<file path="config.mk">
export PLATFORM = sky130hd
export DESIGN_NAME = cla_serial_word_adder
export DESIGN_NICKNAME = d
export VERILOG_FILES = /design/src/rtl/cla_serial_word_adder.sv
export SDC_FILE = /design/constraint.sdc
export NUM_CORES = 1
export LEC_CHECK = 0
export BUFFER_PORTS_ARGS = -buffer_cell sky130_fd_sc_hd__buf_2
export CAP_MARGIN = 20
export CORE_ASPECT_RATIO = 1.2
export CORE_MARGIN = 10
export CORE_UTILIZATION = 32
export CTS_CLUSTER_DIAMETER = 50
export DETAILED_ROUTE_END_ITERATION = 10
export PLACE_DENSITY_LB_ADDON = 0.05
export SLEW_MARGIN = 20
export SYNTH_ARGS = -nofsm -noshare
export SYNTH_HDL_FRONTEND = slang
export SYNTH_SLANG_ARGS = --single-unit
export TNS_END_PERCENT = 20
</file>
<file path="constraint.sdc">
create_clock -name clk -period 2.6 [get_ports clk]
set_input_delay 0 -clock clk [delete_from_list [all_inputs] [get_ports clk]]
set_output_delay 0 -clock clk [all_outputs]
set_load 0.05 [all_outputs]
</file>
<file path="src/rtl/cla_serial_word_adder.sv">
// cla_serial_word_adder: wide adder doing one 4-bit carry-lookahead slice per clock; `define CLA_SERIAL_SUB_EN adds a subtract port
module cla_serial_word_adder #(
    parameter int WIDTH = 16
) (
    input  logic             clk,
    input  logic             rst,
    input  logic             in_valid,
    output logic             in_ready,
    input  logic [WIDTH-1:0] a,
    input  logic [WIDTH-1:0] b,
    input  logic             cin,
`ifdef CLA_SERIAL_SUB_EN
    input  logic             sub,
`endif
    output logic             out_valid,
    input  logic             out_ready,
    output logic [WIDTH-1:0] sum,
    output logic             cout
);
    localparam int NIB = WIDTH / 4;
    localparam int CW = NIB > 1 ? $clog2(NIB) : 1;
    typedef enum logic [1:0] {IDLE, RUN, DONE} state_t;
    state_t state, state_n;
    logic [WIDTH-1:0] a_r, b_r;
    logic [CW-1:0] cnt;
    logic c_r, last;
    logic [3:0] an, bn, g, p, s;
    logic [4:0] c;
    assign an = a_r[{cnt, 2'b00} +: 4];
    assign bn = b_r[{cnt, 2'b00} +: 4];
    assign last = cnt == CW'(NIB - 1);
    assign in_ready = state == IDLE;
    assign out_valid = state == DONE;
    // flat carry-lookahead for the current nibble
    always_comb begin
        g = an & bn;
        p = an ^ bn;
        c[0] = c_r;
        c[1] = g[0] | (p[0] & c[0]);
        c[2] = g[1] | (p[1] & g[0]) | (p[1] & p[0] & c[0]);
        c[3] = g[2] | (p[2] & g[1]) | (p[2] & p[1] & g[0]) | (p[2] & p[1] & p[0] & c[0]);
        c[4] = g[3] | (p[3] & g[2]) | (p[3] & p[2] & g[1]) | (p[3] & p[2] & p[1] & g[0])
             | (p[3] & p[2] & p[1] & p[0] & c[0]);
        s = p ^ c[3:0];
    end
    // state register
    always_ff @(posedge clk) begin
        if (rst) state <= IDLE;
        else     state <= state_n;
    end
    // next state: accept, iterate NIB slices, then hold the result until taken
    always_comb begin
        state_n = state == IDLE ? (in_valid ? RUN : IDLE)
                : state == RUN  ? (last ? DONE : RUN)
                :                 (out_ready ? IDLE : DONE);
    end
    // operand latch and per-slice accumulation of sum and carry
    always_ff @(posedge clk) begin
        if (rst) begin
            a_r  <= '0;
            b_r  <= '0;
            c_r  <= 1'b0;
            cnt  <= '0;
            sum  <= '0;
            cout <= 1'b0;
        end else if (state == IDLE && in_valid) begin
            a_r  <= a;
`ifdef CLA_SERIAL_SUB_EN
            b_r  <= sub ? ~b : b;
            c_r  <= sub ? 1'b1 : cin;
`else
            b_r  <= b;
            c_r  <= cin;
`endif
            cnt  <= '0;
            sum  <= '0;
            cout <= 1'b0;
        end else if (state == RUN) begin
            sum[{cnt, 2'b00} +: 4] <= s;
            c_r <= c[4];
            cnt <= last ? '0 : cnt + 1'b1;
            if (last) cout <= c[4];
        end
    end
endmodule

</file>
Word level (Yosys, flattened, before mapping)
Index checks and enable logic that the tools add are counted.
{ "word_totals": {"ff_bits": 54, "in_bits": 37, "out_inout_bits": 19, "wordCells": 59} }
{ "classes": {"addsub": 2, "n_eq_ne": 3, "n_shift": 4, "muxes": 9, "bitwise": 29, "reduce_logical": 5} }
{ "ops": {"columns": ["operator", "n"], "rows": [
  ["$shiftx A16 B5 Y4", 2],
  ["$and A1 B1 Y1", 16],
  ["$bwmux W16", 1],
  ["$shift A4 B6 Y16 const A", 1],
  ["$shiftx A4 B6 Y16", 1],
  ["$mux W2", 5],
  ["$or A1 B1 Y1", 10],
  ["$xor A4 B4 Y4", 2],
  ["$neg A4 Y6", 1],
  ["$and A4 B4 Y4", 1],
  ["$eq A2 B2 Y1 const B", 2],
  ["$mux W1", 3],
  ["$add A2 B1 Y2 const B", 1],
  ["$eq A2 B1 Y1 const B", 1],
  ["$logic_not A2 Y1", 1],
  ["$reduce_and A2 Y1", 1],
  ["$reduce_bool A2 Y1", 1],
  ["$reduce_or A2 Y1", 1],
  ["$logic_and A1 B1 Y1", 1]
]} }

Logic depth before layout (Yosys ltp)
{ "depth": {"word_depth": 9, "mapped_depth": 7, "depth_no_buf": 6} }

Worst setup path before layout
No wires, ideal clock.
{ "synth_timing": {"path_kind": "flip-flop to flip-flop", "from": "reg cnt[0]", "to": "reg sum[14]", "setup_time_ns": 0.117, "t_arrival_ns": 2.334, "t_required_ns": 2.483, "setup_slack_ns": 0.149, "stages_incl_launch_ff": 8, "path_buffers": 1, "synth_period_minus_slack_ns": 2.451, "path_cell_list": "dfxtp_1 > buf_4 > mux4_2 > ha_1 > a211o_1 > a21o_1 > a32oi_1 > nor2_1"} }
{ "synth_between": {"elab_chain_cells": 9, "elab_cells_between_ends": 24, "cone_classes": "add/sub: 1; shift: 4; mux: 1; bitwise: 18"} }
{ "synth_rtl": {"columns": ["element", "line", "source"], "rows": [
  ["start, declared", "25", "logic [CW-1:0] cnt;"],
  ["start signal, assigned", "81", "cnt <= last ? '0 : cnt + 1'b1;"],
  ["$shiftx A16 B5 Y4, on equally long branches", "29, 30", null],
  ["$xor A4 B4 Y4 / $and A4 B4 Y4 (equally long branches)", "37, 36", null],
  ["$and A1 B1 Y1", "41", "c[3] = g[2] | (p[2] & g[1]) | (p[2] & p[1] & g[0]) | (p[2] & p[1] & p[0] & c[0]);"],
  ["$or A1 B1 Y1 / $and A1 B1 Y1 (equally long branches) (2 in a row)", "41", null],
  ["$or A1 B1 Y1", "41", null],
  ["$xor A4 B4 Y4", "44", "s = p ^ c[3:0];"],
  ["$shiftx A4 B6 Y16", "79", "sum[{cnt, 2'b00} +: 4] <= s;"],
  ["$bwmux W16 (*)", "79", null],
  ["end signal, assigned by index", "79", null],
  ["end, declared", "17", "output logic [WIDTH-1:0] sum,"]
]} }
Every way passes the cells marked *; elsewhere a longest branch is shown, timed or not.
A chain may end at the register's enable or synchronous reset.

Worst setup path in the final report
{ "layout_timing": {"from": "reg cnt[0]", "to": "reg cout"} }
{ "layout_between": {"elab_chain_cells": 7, "elab_cells_between_ends": 17, "cone_classes": "eq/ne: 1; shift: 2; bitwise: 13; reduce/logical: 1"} }
{ "layout_rtl": {"columns": ["element", "line", "source"], "rows": [
  ["$shiftx A16 B5 Y4, on equally long branches", "29, 30", null],
  ["$xor A4 B4 Y4 / $and A4 B4 Y4 (equally long branches)", "37, 36", null],
  ["$and A1 B1 Y1, on equally long branches", "42, 43", null],
  ["$or A1 B1 Y1 (tied with other cells) (2 in a row)", "42", "c[4] = g[3] | (p[3] & g[2]) | (p[3] & p[2] & g[1]) | (p[3] & p[2] & p[1] & g[0])"],
  ["$or A1 B1 Y1 / $and A1 B1 Y1 (equally long branches)", "42, 43", null],
  ["$or A1 B1 Y1", "43", "| (p[3] & p[2] & p[1] & p[0] & c[0]);"],
  ["end signal, assigned", "82", "if (last) cout <= c[4];"],
  ["end, declared", "18", "output logic cout"]
]} }
Parallel ways exist; a longest one is shown, timed or not.

==> results.md <==
- Total negative slack: 0 ns
- WP data required: ~2.8 ns
- Hold Crit Class: in -> reg
- RSZ-0062 raised after global routing: false
- IO Pins: 56
- CTS clock-pin slew for the worst setup and hold paths: 0.10 ns
- IO Port Bufs: 55
- Outcome: complete, no violations
- Die Ht: 116 microns
- Final Cell Area: between 3000 and 4000 sq um
- Cell Area, Placed: 2790 sq um
- CP arrival: 2.58 ns
- Busiest grt layer: met2
- Vias/cell: just under 5
- Share of cells above drive strength 1: 0.233
- Post-synth EDFFs: 0
- Dominant cell type by area after synthesis: dfxtp_1
- Ant. Diodes: 0
- Storage cell area: roughly 1100 sq um
- Final hold vios: 0
- Cell with the most instances after synthesis: nand2_1
- Met2 Track Usage GR: 0.206
- Worst vdd ir: ~200 uV
- Clock Sinks: between 50 and 60
- GRT Overall Usage: 0.119
- Initial antenna violation count: 0
- Horiz. Die Dim: 99.7 microns
- CTS H-tree lvls: 2
- P per Cell Area: between 500 and 600 nW/um^2
- Final Cycle Share: 0.924
- DRT iter0 DRCs: 90
- Drt pass-1 iters: 4
- Post-synth top flop: dfxtp_1
- Leakage: about 1.4 nW
- R2R Setup Slk: roughly 0.2 ns
- Largest net degree at the start of global routing: 34
- GPL Wtd Cong: ~0.8
- Share of the synthesized area in the top cell type: 0.444
- Tmin final: 2.40 ns
- First-pass GRT wire length: 11200 microns
- Worst-Margin Slew: around 0.49 ns
- Die area: about 12000 sq um
- Pre-CTS setup slack: between 0.2 and 0.25 ns
- GR Layer Usage met3: 0.0274
- Final std cells w/o fill: 450
- Area Overhead vs Synth: 32.3%
- Power, Total: around 1.7 mW
- Fillers: ~760
- Clock root buffer: clkbuf_8
- Flops & latches, synth: between 50 and 60
- Core box area: about 7300 sq um
- Slew Viols, Final: 0
- Worst skew pair latency: between 0.3 and 0.4 ns
- Vias: 2176
- CP startpoint kind: flip-flop
- Crit Path Class: reg -> reg
- # DRC: 0
- Maximum clock frequency: 416 MHz
- Crit-path max FO: 8
- Post-synth top cells: nand2_1 (76), dfxtp_1 (54), a21oi_1 (37), nor2_1 (18), ha_1 (11)
- Vias in the first global route: about 2300
- Met1 usage: 0.137
- Post-synthesis net count: 322
- Min setup slack post-route: 0.197 ns
- Total grt overflow: 0
- Mean post-synth cell area: between 8 and 9 sq um
- CTS buffer count: 5
- Initial Util: 0.333
- # setup viols final: 0
- Max-slew headroom at the worst pin: 0.671
- Footprint of the multi-input gates: 1260 sq um
- Hold Slack: around 0.004 ns
- Mapped Cells: about 270
- Final ANT Viol Nets: 0
- Synth unique cells: 37
- Row count: 34
- Synth warnings: 0
- CTS tree: built
- Post-synth ARST share: 0
- Skew final: 0.00618 ns
- Avg WL per Cell: roughly 15 microns
- DP HPWL: 4940 microns
- Synthesized area: approximately 2400 sq um
- MaxCap Viol Count: 0
- Drt total wl: roughly 6700 microns
- Post-Place Cells: slightly above 400
- Sequential share of the synthesized area: 0.444
- Clock buffer depth: 2
- Synth area leaders: dfxtp_1 (44%), nand2_1 (12%), a21oi_1 (7.6%), mux4_2 (7.4%), ha_1 (5.6%)
- Endpoint class of the critical path: flip-flop
- Final core occ: 0.441
- Cts repair resizes: 0
- Nets: 408
## sequential cells by signal, summed over array words and instances, names as in the netlist
signal  cells
a_r        16
b_r        16
sum        16
cnt         2
state       2
c_r         1
cout        1
## where the power goes
group / switching, mW / internal [mW] / total, mW
clock network: 0.287 / 0.245 / 0.532
registers: 0.0251 / 0.861 / 0.886
logic: 0.149 / 0.131 / 0.279
## final timing paths
kind | start | endpoint | cells past startpoint
worst min-delay path | cin | c_r | 3
worst max register to register | cnt[0] | cout | 7
worst max-delay path | cnt[0] | cout | 7
worst min register to register | b_r[9] | b_r[9] | 2
## cell type report
type | count | area share
multi-input cells | 200 | 0.390
repair buffers | 95 | 0.204
clock buffers | 7 | 0.0299
well taps | 90 | 0.0349
inverters | 3 | 0.00349
flip-flops and latches | 54 | 0.335
clock inverters | 1 | 0.00272
## cells by family after synthesis
| family | synth area share |
|---|---|
| fa+ha+maj | 0.0647 |
| simple gates | 0.220 |
| buf+inv | 0.0406 |
| mux | 0.0785 |
| compound gates | 0.145 |
| flops | 0.444 |
| xor+xnor | 0.00719 |
## critical path, stage by stage (launching register included)
cell and delay, ns:
dfxtp_1 0.34, buf_4 0.18, mux4_2 0.58, ha_1 0.34, a21oi_1 0.14, o21ai_0 0.15
a211oi_1 0.41, a221oi_1 0.13
## timing repair
item / 4_1_cts / 5_1_grt
hold endpoints to repair: 33 / 0
setup buffers: 0 / 0
hold buffers: 33 / 0
endpoints found under the setup margin: 0 / 0
## cell usage in the layout (no fill, tap or decap), types with 3 or more instances in the layout
master	instances
a21oi_1	37
a22oi_1	8
a32oi_1	4
buf_2	55
buf_4	7
clkbuf_8	7
dfxtp_1	54
dlygate4sd3_1	33
ha_1	11
inv_1	3
mux4_2	8
nand2_1	76
nand3_1	5
nor2_1	18
nor2b_1	4
nor3_1	3
o21ai_0	4
o21ai_1	3
## metal layers
metal,wire length [microns],share of wire
met5,0,0
met4,146,0.022
met3,308,0.046
met2,3280,0.49
met1,2940,0.44
Power figures use the tool's default switching activity.
